==> src/rtl/measure_seq.sv <==
// measure_seq: gate/settle/capture sequencer for the multi-phase duty-cycle counter,
// presenting duty, gate and edge counts on a valid/lock handshake.
module measure_seq #(
  parameter int CNT_WIDTH  = 32,
  parameter int CLR_CYC    = 4,
  parameter int SETTLE_CYC = 4,
  parameter int TIMEOUT    = 1000000
) (
  input  logic                 clk,
  input  logic                 rst_n,
  input  logic                 start,
  input  logic                 cont,
  input  logic [CNT_WIDTH-1:0] gate_len,
  input  logic                 sig_in,
  input  logic [CNT_WIDTH-1:0] duty_cnt_in,
  output logic                 meas_rst,
  output logic                 real_gate,
  output logic [CNT_WIDTH-1:0] duty_cnt,
  output logic [CNT_WIDTH-1:0] gate_cnt,
  output logic [CNT_WIDTH-1:0] edge_cnt,
  output logic                 cnt_valid,
  input  logic                 cnt_lock,
  output logic                 busy,
  output logic                 timeout
);
  typedef enum logic [2:0] {IDLE, CLEAR, ARM, GATE, CLOSE, SETTLE, CAPTURE, VALID} state_t;

  localparam logic [CNT_WIDTH-1:0] TO_LIM = CNT_WIDTH'(TIMEOUT);
  localparam logic [3:0] CLR_LAST = 4'(CLR_CYC - 1);
  localparam logic [3:0] SET_LAST = 4'(SETTLE_CYC - 1);

  function automatic logic [CNT_WIDTH-1:0] sat_inc(input logic [CNT_WIDTH-1:0] x);
    return &x ? x : x + CNT_WIDTH'(1);
  endfunction

  state_t state_q, state_d;
  logic [2:0] sync_q;
  logic [3:0] cyc_q, cyc_d;
  logic [CNT_WIDTH-1:0] gcnt_q, gcnt_d, ecnt_q, ecnt_d, ptim_q, ptim_d, wtim_q, wtim_d;
  logic [CNT_WIDTH-1:0] glen, wtim_inc;
  logic to_q, to_d, rise;
  logic meas_rst_q, real_gate_q, busy_q, valid_q;
  logic [CNT_WIDTH-1:0] duty_q, gate_q, edge_q;

  assign rise     = sync_q[1] & ~sync_q[2];
  assign glen     = (gate_len == '0) ? CNT_WIDTH'(1) : gate_len;
  assign wtim_inc = sat_inc(wtim_q);

  always_comb begin
    state_d = state_q;
    cyc_d   = cyc_q + 4'd1;
    gcnt_d  = gcnt_q;
    ecnt_d  = ecnt_q;
    ptim_d  = ptim_q;
    wtim_d  = wtim_q;
    to_d    = to_q;
    case (state_q)
      IDLE: if (start) begin
        state_d = CLEAR;
        to_d    = 1'b0;
      end
      CLEAR: begin
        gcnt_d  = '0;
        ecnt_d  = '0;
        ptim_d  = '0;
        wtim_d  = '0;
        state_d = (cyc_q == CLR_LAST) ? ARM : CLEAR;
      end
      ARM: begin
        wtim_d = wtim_inc;
        if (rise) state_d = GATE;
        else if (wtim_inc >= TO_LIM) begin
          state_d = IDLE;
          to_d    = 1'b1;
        end
      end
      GATE: begin
        gcnt_d = sat_inc(gcnt_q);
        ecnt_d = rise ? sat_inc(ecnt_q) : ecnt_q;
        ptim_d = sat_inc(ptim_q);
        if (ptim_d >= glen) begin
          state_d = CLOSE;
          wtim_d  = '0;
        end
      end
      CLOSE: begin
        gcnt_d = sat_inc(gcnt_q);
        wtim_d = wtim_inc;
        if (rise) begin
          ecnt_d  = sat_inc(ecnt_q);
          state_d = SETTLE;
        end else if (wtim_inc >= TO_LIM) begin
          state_d = IDLE;
          to_d    = 1'b1;
        end
      end
      SETTLE:  state_d = (cyc_q == SET_LAST) ? CAPTURE : SETTLE;
      CAPTURE: state_d = VALID;
      VALID:   if (cnt_lock) state_d = cont ? CLEAR : IDLE;
      default: state_d = IDLE;
    endcase
    // per-state cycle counter restarts on every state entry
    if (state_d != state_q) cyc_d = '0;
  end

  always_ff @(posedge clk or negedge rst_n) begin
    if (!rst_n) begin
      state_q     <= IDLE;
      sync_q      <= '0;
      cyc_q       <= '0;
      gcnt_q      <= '0;
      ecnt_q      <= '0;
      ptim_q      <= '0;
      wtim_q      <= '0;
      to_q        <= 1'b0;
      meas_rst_q  <= 1'b0;
      real_gate_q <= 1'b0;
      busy_q      <= 1'b0;
      valid_q     <= 1'b0;
      duty_q      <= '0;
      gate_q      <= '0;
      edge_q      <= '0;
    end else begin
      state_q     <= state_d;
      sync_q      <= {sync_q[1:0], sig_in};
      cyc_q       <= cyc_d;
      gcnt_q      <= gcnt_d;
      ecnt_q      <= ecnt_d;
      ptim_q      <= ptim_d;
      wtim_q      <= wtim_d;
      to_q        <= to_d;
      meas_rst_q  <= state_d == CLEAR;
      real_gate_q <= state_d inside {GATE, CLOSE};
      busy_q      <= state_d != IDLE;
      valid_q     <= state_d == VALID;
      if (state_q == CAPTURE) begin
        duty_q <= duty_cnt_in;
        gate_q <= gcnt_q;
        edge_q <= ecnt_q;
      end
    end
  end

  assign meas_rst  = meas_rst_q;
  assign real_gate = real_gate_q;
  assign busy      = busy_q;
  assign cnt_valid = valid_q;
  assign timeout   = to_q;
  assign duty_cnt  = duty_q;
  assign gate_cnt  = gate_q;
  assign edge_cnt  = edge_q;
endmodule

==> config.mk <==
export PLATFORM = sky130hd
export DESIGN_NAME = measure_seq
export DESIGN_NICKNAME = d
export VERILOG_FILES = /design/src/rtl/measure_seq.sv
export SDC_FILE = /design/constraint.sdc
export NUM_CORES = 1
export LEC_CHECK = 0
export BUFFER_PORTS_ARGS = -buffer_cell sky130_fd_sc_hd__buf_4
export CAP_MARGIN = 5
export CORE_ASPECT_RATIO = 0.8
export CORE_MARGIN = 2
export CORE_UTILIZATION = 53
export DETAILED_ROUTE_END_ITERATION = 12
export GPL_ROUTABILITY_DRIVEN = 0
export PLACE_DENSITY = 0.84
export SETUP_SLACK_MARGIN = 0.05
export SKIP_LAST_GASP = 1
export SYNTH_ARGS = -nofsm -noshare
export SYNTH_HDL_FRONTEND = slang
export SYNTH_SLANG_ARGS = --single-unit
==> constraint.sdc <==
create_clock -name clk -period 4.5 [get_ports clk]
set_clock_uncertainty 0.1 [all_clocks]
set_input_delay 0.45 -clock clk [delete_from_list [all_inputs] [get_ports clk]]
set_output_delay 0.45 -clock clk [all_outputs]
set_load 0.01 [all_outputs]
### Word level (Yosys, flattened, before mapping)

Index checks and enable logic that the tools add are counted.

* add/sub/neg operators: 5
* $mul: 0
* divide/modulo/power cells: 0
* order comparisons: 2
* eq/ne operators: 20
* shifts and indexed selects: 0
* muxes and demuxes: 26
* bitwise gates (word level): 2
* reduce and logical (&&, ||, !) cells: 18

Operators by type and width (count)
* $mux 32: 7
* $pmux 32 s2: 3
* $add 32x1->32 const B: 4
* $reduce_and 32->1: 4
* $pmux 32 s3: 1
* $ge 32x20->1 const B: 1
* $ge 32x32->1: 1
* $logic_not 32->1: 1
* $pmux 3 s8: 1
* $eq 3x3->1 const B: 6
* $mux 3: 6
* $ne 2x2->1 const B: 5
* $eq 3x2->1 const B: 3
* $reduce_bool 2->1: 4
* $eq 3x1->1 const B: 2
* $reduce_bool 3->1: 2
* $add 4x1->4 const B: 1
* $eq 4x2->1 const B: 1
* $mux 1: 4
* $mux 2: 2
* $mux 4: 1
* $ne 2x1->1 const B: 2
* $reduce_and 2->1: 2
* $reduce_and 4->1: 1
* other kinds (7): 8

* register bits: 239
* bits in latches: 0
* bits in writable memories: 0
* ROM bits: 0
* bits of input ports: 70
* output and inout port bits: 101
* word-level logic and storage cells: 88
* memories: 0

### Logic depth before layout (Yosys ltp)

* word-level depth: 8
* depth in mapped cells: 19
* gate-level depth less buffers: 17

### Worst setup path after synthesis

OpenSTA, ideal clock, no wires.

* kind: reg-to-reg
* from: reg ptim_q[7]
* to: reg wtim_q[23]
* library setup time: 0.066 ns
* data arrival time: 4.262 ns
* required time: 4.334 ns
* slack: 0.072 ns
* cell stages (with the launch flop): 20
* path buffers: 3
* period minus slack after synthesis: 4.428 ns
* cells stage by stage: dfrtp_1 > and3_1 > and4_1 > nand2_1 > or3_1 > clkbuf_1 > and4_1 > and3_1 > xor2_1 > ha_1 > a21oi_1 > nor2b_1 > a2111oi_0 > o22ai_1 > nor3_1 > o211a_1 > clkbuf_1 > clkbuf_1 > o21ai_0 > nand2_1

* word-level cells in the longest chain between the ends: 5
* elaborated cells between the ends (all ways): 6
* classes of those cells: add/sub (1); order compare (1); eq/ne (1); mux (1); reduce/logical (2)

RTL lines
* from (decl): line 39 `logic [CNT_WIDTH-1:0] gcnt_q, gcnt_d, ecnt_q, ecnt_d, ptim_q, ptim_d, wtim_q, wtim_d;`
* from (signal assigned): line 129 `ptim_q <= ptim_d;`
* $add 32x1->32 / $reduce_and 32->1 (equally long branches): line 33 `return &x ? x : x + CNT_WIDTH'(1);`
* $mux 32 (*): line 33
* $ge 32x32->1 (*): line 81 `if (ptim_d >= glen) begin`
* $ne 2x2->1 (no line) (*)
* $reduce_and 2->1 (no line) (*)
* to (signal assigned): line 130 `wtim_q <= wtim_d;`
* to (decl): line 39

Mark *: on every way between the ends. The rest lies on a longest branch, timed or not.
A chain may end at the register's enable or synchronous reset.

### Final worst setup path

* from: reg ptim_q[24]
* to: reg cyc_q[0]

* word-level cells in the longest chain between the ends: 7
* elaborated cells between the ends (all ways): 8
* classes of those cells: add/sub (1); order compare (1); eq/ne (1); mux (4); reduce/logical (1)

RTL lines
* $add 32x1->32 / $reduce_and 32->1 (equally long branches): line 33
* $mux 32 (*): line 33
* $ge 32x32->1 (*): line 81
* $mux 3 (*): line 81
* $pmux 3 s8 (*): line 57 `case (state_q)`
* $ne 3x3->1 (*): line 103 `if (state_d != state_q) cyc_d = '0;`
* $mux 4 (*): line 103
* via cyc_d[0]: line 38 `logic [3:0] cyc_q, cyc_d;`
* to (signal assigned): line 126 `cyc_q <= cyc_d;`
* to (decl): line 38

The timed path passes the listed nets; every way through them passes the cells marked *.

==> impl_results.html <==
<table>
<tr><th>Metric</th><th>Value</th></tr>
<tr><th colspan="2">Status</th></tr>
<tr><td>Status</td><td>finished clean</td></tr>
<tr><th colspan="2">Setup path</th></tr>
<tr><td>Crit path capture type</td><td>register</td></tr>
<tr><td>WS Path Type</td><td>reg -&gt; reg</td></tr>
<tr><td>Crit path DAT</td><td>4.68 ns</td></tr>
<tr><td>Reg-to-reg slack, setup</td><td>0.11 ns</td></tr>
<tr><td>Peak per-stage delay on the critical path</td><td>0.44 ns</td></tr>
<tr><td>Largest delay contributor family on the critical path</td><td>simple AND/OR/NAND/NOR gates</td></tr>
<tr><td>Most frequent cell on the critical path</td><td>nand4_1</td></tr>
<tr><td>Critical path required time</td><td>4.79 ns</td></tr>
<tr><td>CP bufs+invs</td><td>2</td></tr>
<tr><td>Crit-path cells</td><td>and3_4, and3_4, nand4_1, or3_4, buf_4, nor2b_1, and4_1, xor2_1, ha_1, nand4_1, a21oi_1, nand4_1, o22ai_4, o31a_1, buf_4, a41oi_2, nor4_2</td></tr>
<tr><td>Worst reg-to-reg path cell count</td><td>17</td></tr>
<tr><td>Endpoint of the most critical register-to-register path</td><td>cyc_q[0]</td></tr>
<tr><td>Highest net fanout along the worst path</td><td>7</td></tr>
<tr><td>CP max-delay cell</td><td>or3_4</td></tr>
<tr><td>Startpoint of the lowest-slack register-to-register path</td><td>ptim_q[24]</td></tr>
<tr><td>Element type at the critical path start</td><td>register</td></tr>
<tr><th colspan="2">Pwr</th></tr>
<tr><td>Net switching share of the total power</td><td>25.13%</td></tr>
<tr><td>Total power</td><td>5.055 mW</td></tr>
<tr><td>P_sw</td><td>1.271 mW</td></tr>
<tr><td>Internal Dissipation</td><td>3.785 mW</td></tr>
<tr><td>Leak Pwr</td><td>7.398 nW</td></tr>
<tr><td>Areal power density over the cells</td><td>317.6 mW/mm²</td></tr>
<tr><td>Seq pwr share</td><td>46.3%</td></tr>
<tr><td>Highest ir drop seen on vdd</td><td>347.6 µV</td></tr>
<tr><td>Share of total power in the clock network</td><td>42.8%</td></tr>
<tr><td>Gate power share</td><td>10.9%</td></tr>
<tr><th colspan="2">Final layout</th></tr>
<tr><td>Final design utilization</td><td>65.48%</td></tr>
<tr><td>Proportion of layout cells with a drive suffix above 1</td><td>24.08%</td></tr>
<tr><td>Commonest cells after routing, fill and taps aside</td><td>dfrtp_1 (238), buf_4 (205), nand2_1 (131)</td></tr>
<tr><td>Area growth syn-to-layout</td><td>21.54%</td></tr>
<tr><td>Register Area</td><td>0.005982 mm²</td></tr>
<tr><td>Net count, final</td><td>1659</td></tr>
<tr><td>Commonest non-fill, non-tap cell in the layout</td><td>dfrtp_1</td></tr>
<tr><td>ANT cells</td><td>0</td></tr>
<tr><td>Combined area of the multi-input logic cells</td><td>0.006777 mm²</td></tr>
<tr><td>Fill cell instance count of the final layout</td><td>1872</td></tr>
<tr><th colspan="2">Placed design</th></tr>
<tr><td>Number of buffers inserted by port buffering</td><td>170</td></tr>
<tr><td>Setup slack after placement</td><td>-0.1393 ns</td></tr>
<tr><td>Post-detail-place hpwl</td><td>22250 µm</td></tr>
<tr><th colspan="2">Floorplan</th></tr>
<tr><td>Die span in x</td><td>179.8 µm</td></tr>
<tr><td>Core area</td><td>0.02431 mm²</td></tr>
<tr><td>DIE AREA</td><td>0.02599 mm²</td></tr>
<tr><td>Starting density of the core</td><td>53.87%</td></tr>
<tr><td>Vert. Die Dim</td><td>144.6 µm</td></tr>
<tr><td>FP Rows</td><td>51</td></tr>
<tr><td>Number of ports placed on the die boundary</td><td>171</td></tr>
<tr><th colspan="2">Synthesis</th></tr>
<tr><td>Synthesized area per cell</td><td>9.484 µm²</td></tr>
<tr><td>Portion of the post-synthesis area used by sequential elements</td><td>45.66%</td></tr>
<tr><td>Proportion of register bits with asynchronous set or reset after synthesis</td><td>100.0%</td></tr>
<tr><td>Cell area after synthesis</td><td>0.01310 mm²</td></tr>
<tr><td>Gate count after technology mapping</td><td>1381</td></tr>
<tr><td>Post-synth EDFFs</td><td>0</td></tr>
<tr><td>Post-synth net total</td><td>1488</td></tr>
<tr><td>Dominant register cell in the synthesized netlist</td><td>dfrtp_1</td></tr>
<tr><td>Number of synthesized register bits</td><td>239</td></tr>
<tr><td>Netlist cell types</td><td>67</td></tr>
<tr><td>Synth Warn #</td><td>0</td></tr>
<tr><th colspan="2">Route</th></tr>
<tr><td>Number of nets still failing antenna checks after routing</td><td>0</td></tr>
<tr><td>Initial DRC Count</td><td>1292</td></tr>
<tr><td>Sum of routed wire length over all layers</td><td>32650 µm</td></tr>
<tr><td>Post-DR wirelength/cell</td><td>17.29 µm</td></tr>
<tr><td>Pre-Repair DR Iteration Count</td><td>5</td></tr>
<tr><td>Drt via density</td><td>5.952</td></tr>
<tr><td>Via count of the routed design</td><td>11240</td></tr>
<tr><td>DRC viols</td><td>0</td></tr>
<tr><th colspan="2">STA</th></tr>
<tr><td>Setup ws final</td><td>0.1102 ns</td></tr>
<tr><td>Final Hold Violating Endpoints</td><td>0</td></tr>
<tr><td>Maximum operating frequency</td><td>227.8 MHz</td></tr>
<tr><td>Final period util</td><td>97.55%</td></tr>
<tr><td>Number of endpoints failing setup at the final stage</td><td>0</td></tr>
<tr><td>Min cycle time layout</td><td>4.390 ns</td></tr>
<tr><td>Worst relative slew slack</td><td>22.83%</td></tr>
<tr><td>Slew at the pin with the worst max-slew slack</td><td>1.153 ns</td></tr>
<tr><td>Max-slew violations</td><td>0</td></tr>
<tr><th colspan="2">Clocking</th></tr>
<tr><td>Number of H-tree levels</td><td>1</td></tr>
<tr><td>Clock latency reported for the late side of the worst-skew pair</td><td>0.52 ns</td></tr>
<tr><td>Clk buf depth</td><td>3</td></tr>
<tr><td>Clock edge transition at the registers on the reported setup and hold paths</td><td>0.07 ns</td></tr>
<tr><td>Clock tree from TritonCTS</td><td>yes</td></tr>
<tr><td>Clock Sinks</td><td>239</td></tr>
<tr><td>Clock root buffer</td><td>clkbuf_16</td></tr>
<tr><td>TritonCTS Buffers</td><td>24</td></tr>
<tr><th colspan="2">Hold path</th></tr>
<tr><td>End of the worst hold path</td><td>duty_cnt[1]</td></tr>
<tr><td>Instance count along the most critical hold path</td><td>2</td></tr>
<tr><td>Worst Min Path Start</td><td>duty_cnt_in[1]</td></tr>
<tr><td>Path class of the lowest-slack min-delay path</td><td>in -&gt; reg</td></tr>
<tr><th colspan="2">Flow run</th></tr>
<tr><td>Max capacitance violation total</td><td>0</td></tr>
<tr><th colspan="2">Global routing</th></tr>
<tr><td>Met1 Track Usage GR</td><td>34.81%</td></tr>
<tr><td>Met3 usage in global routing</td><td>3.526%</td></tr>
<tr><td>GR Util met2</td><td>40.79%</td></tr>
<tr><td>First-pass GRT wire length</td><td>53670 µm</td></tr>
<tr><td>Via count of the first global-routing pass</td><td>10630</td></tr>
<tr><td>Pin count of the biggest net entering global routing</td><td>118</td></tr>
<tr><td>Layer carrying the most global-route usage</td><td>met2</td></tr>
<tr><td>Total grt overflow</td><td>0</td></tr>
<tr><td>Number of antenna violations at the first check in global routing</td><td>0</td></tr>
<tr><td>Total track usage</td><td>24.63%</td></tr>
</table>
==> per-stage QoR <==
step | cell area, µm² | instances | TNS (ns) | hold slack (ns)
2_1_floorplan | 13100 | 1381 | 0 | 0.05441
3_3_place_gp | 14800 | 1831 | 0 | 0.2352
3_5_place_dp | 14800 | 1831 | -0.5431 | 0.2402
5_1_grt | 15920 | 1888 | -0.2899 | 0.04860
6_report | 15920 | 1888 | 0 | 0.06053
4_1_cts | 15700 | 1877 | 0 | 0.04678
==> state kept, by name, summed over array words and instances (netlist names) <==
signal and flops:
timeout 1, sync_q 3, wtim_q 32, gate_cnt 32, meas_rst 1, cyc_q 4, real_gate 1, busy 1
ecnt_q 32, state_q 3, duty_cnt 32, cnt_valid 1, edge_cnt 32, ptim_q 32, gcnt_q 32
==> worst register-to-register path, stage by stage (launching register included) <==
cell	delay, ns
dfrtp_1	0.36
and3_4	0.21
and3_4	0.21
nand4_1	0.18
or3_4	0.44
buf_4	0.17
nor2b_1	0.17
and4_1	0.24
xor2_1	0.16
ha_1	0.30
nand4_1	0.10
a21oi_1	0.18
nand4_1	0.18
o22ai_4	0.22
o31a_1	0.27
buf_4	0.16
a41oi_2	0.21
nor4_2	0.40
==> what timing repair did <==
item | 4_1_cts | 5_1_grt
hold endpoints to repair | 116 | 0
buffers inserted | 0 | 11
pin swaps | 1 | 16
resized for setup | 5 | 29
endpoints found under the setup margin | 9 | 40
hold buffers | 2 | 0
==> power by group through the flow <==
stage	combinational [mW]	sequential (mW)	clock (mW)
2_1_floorplan	0.325	2.35	0
3_3_place_gp	0.495	2.37	0
3_5_place_dp	0.521	2.37	0
4_1_cts	0.529	2.34	2.20
5_1_grt	0.616	2.35	2.30
6_report	0.550	2.34	2.17
==> cell usage after synthesis, types with 37 or more instances <==
cell | number | area share, %
nand3_1 | 50 | 1.9
clkbuf_1 | 58 | 1.7
dfrtp_1 | 239 | 46
mux2_2 | 85 | 7.3
nor2_1 | 132 | 3.8
o21ai_0 | 108 | 4.1
nand4_1 | 38 | 1.8
nand2_1 | 133 | 3.8
inv_1 | 68 | 1.9
xor2_1 | 40 | 2.7
a21oi_1 | 57 | 2.2
ha_1 | 37 | 3.5
xnor2_1 | 41 | 2.7
==> cell type report <==
cell class | instances | share of cell area (%)
Clock inverter | 11 | 1.022
Sequential cell | 239 | 37.58
Timing Repair Buffer | 212 | 10.34
Clock buffer | 33 | 4.370
Multi-Input combinational cell | 1006 | 42.57
Tap cell | 318 | 2.499
Inverter | 69 | 1.627
==> worst max-delay path by stage <==
stage / end / from / cells past startpoint
3_5_place_dp: cyc_q[2] / ptim_q[12] / 16
6_report: cyc_q[0] / ptim_q[24] / 17
5_1_grt: cyc_q[0] / ptim_q[25] / 16
2_1_floorplan: wtim_q[23] / ptim_q[7] / 19
4_1_cts: cyc_q[3] / ptim_q[12] / 16
3_3_place_gp: meas_rst / ptim_q[11] / 16
==> metal layers <==
metal,routed length [µm],up-vias
met2,15490,411
li1,-,5292
met1,14440,5488
met5,0,-
met3,2144,46
met4,571,0
==> kinds of logic after synthesis <==
logic type	Yosys count	synth area share (%)
muxes	111	9.295
DFF	239	45.66
and+or+nand+nor	513	19.54
AOI/OAI and AO/OA	264	12.56
xor gates and xnor gates	81	5.417
adders and majority gates	37	3.535
buffers and inverters	136	3.993
Note: power is estimated with default switching activity, not from simulation.
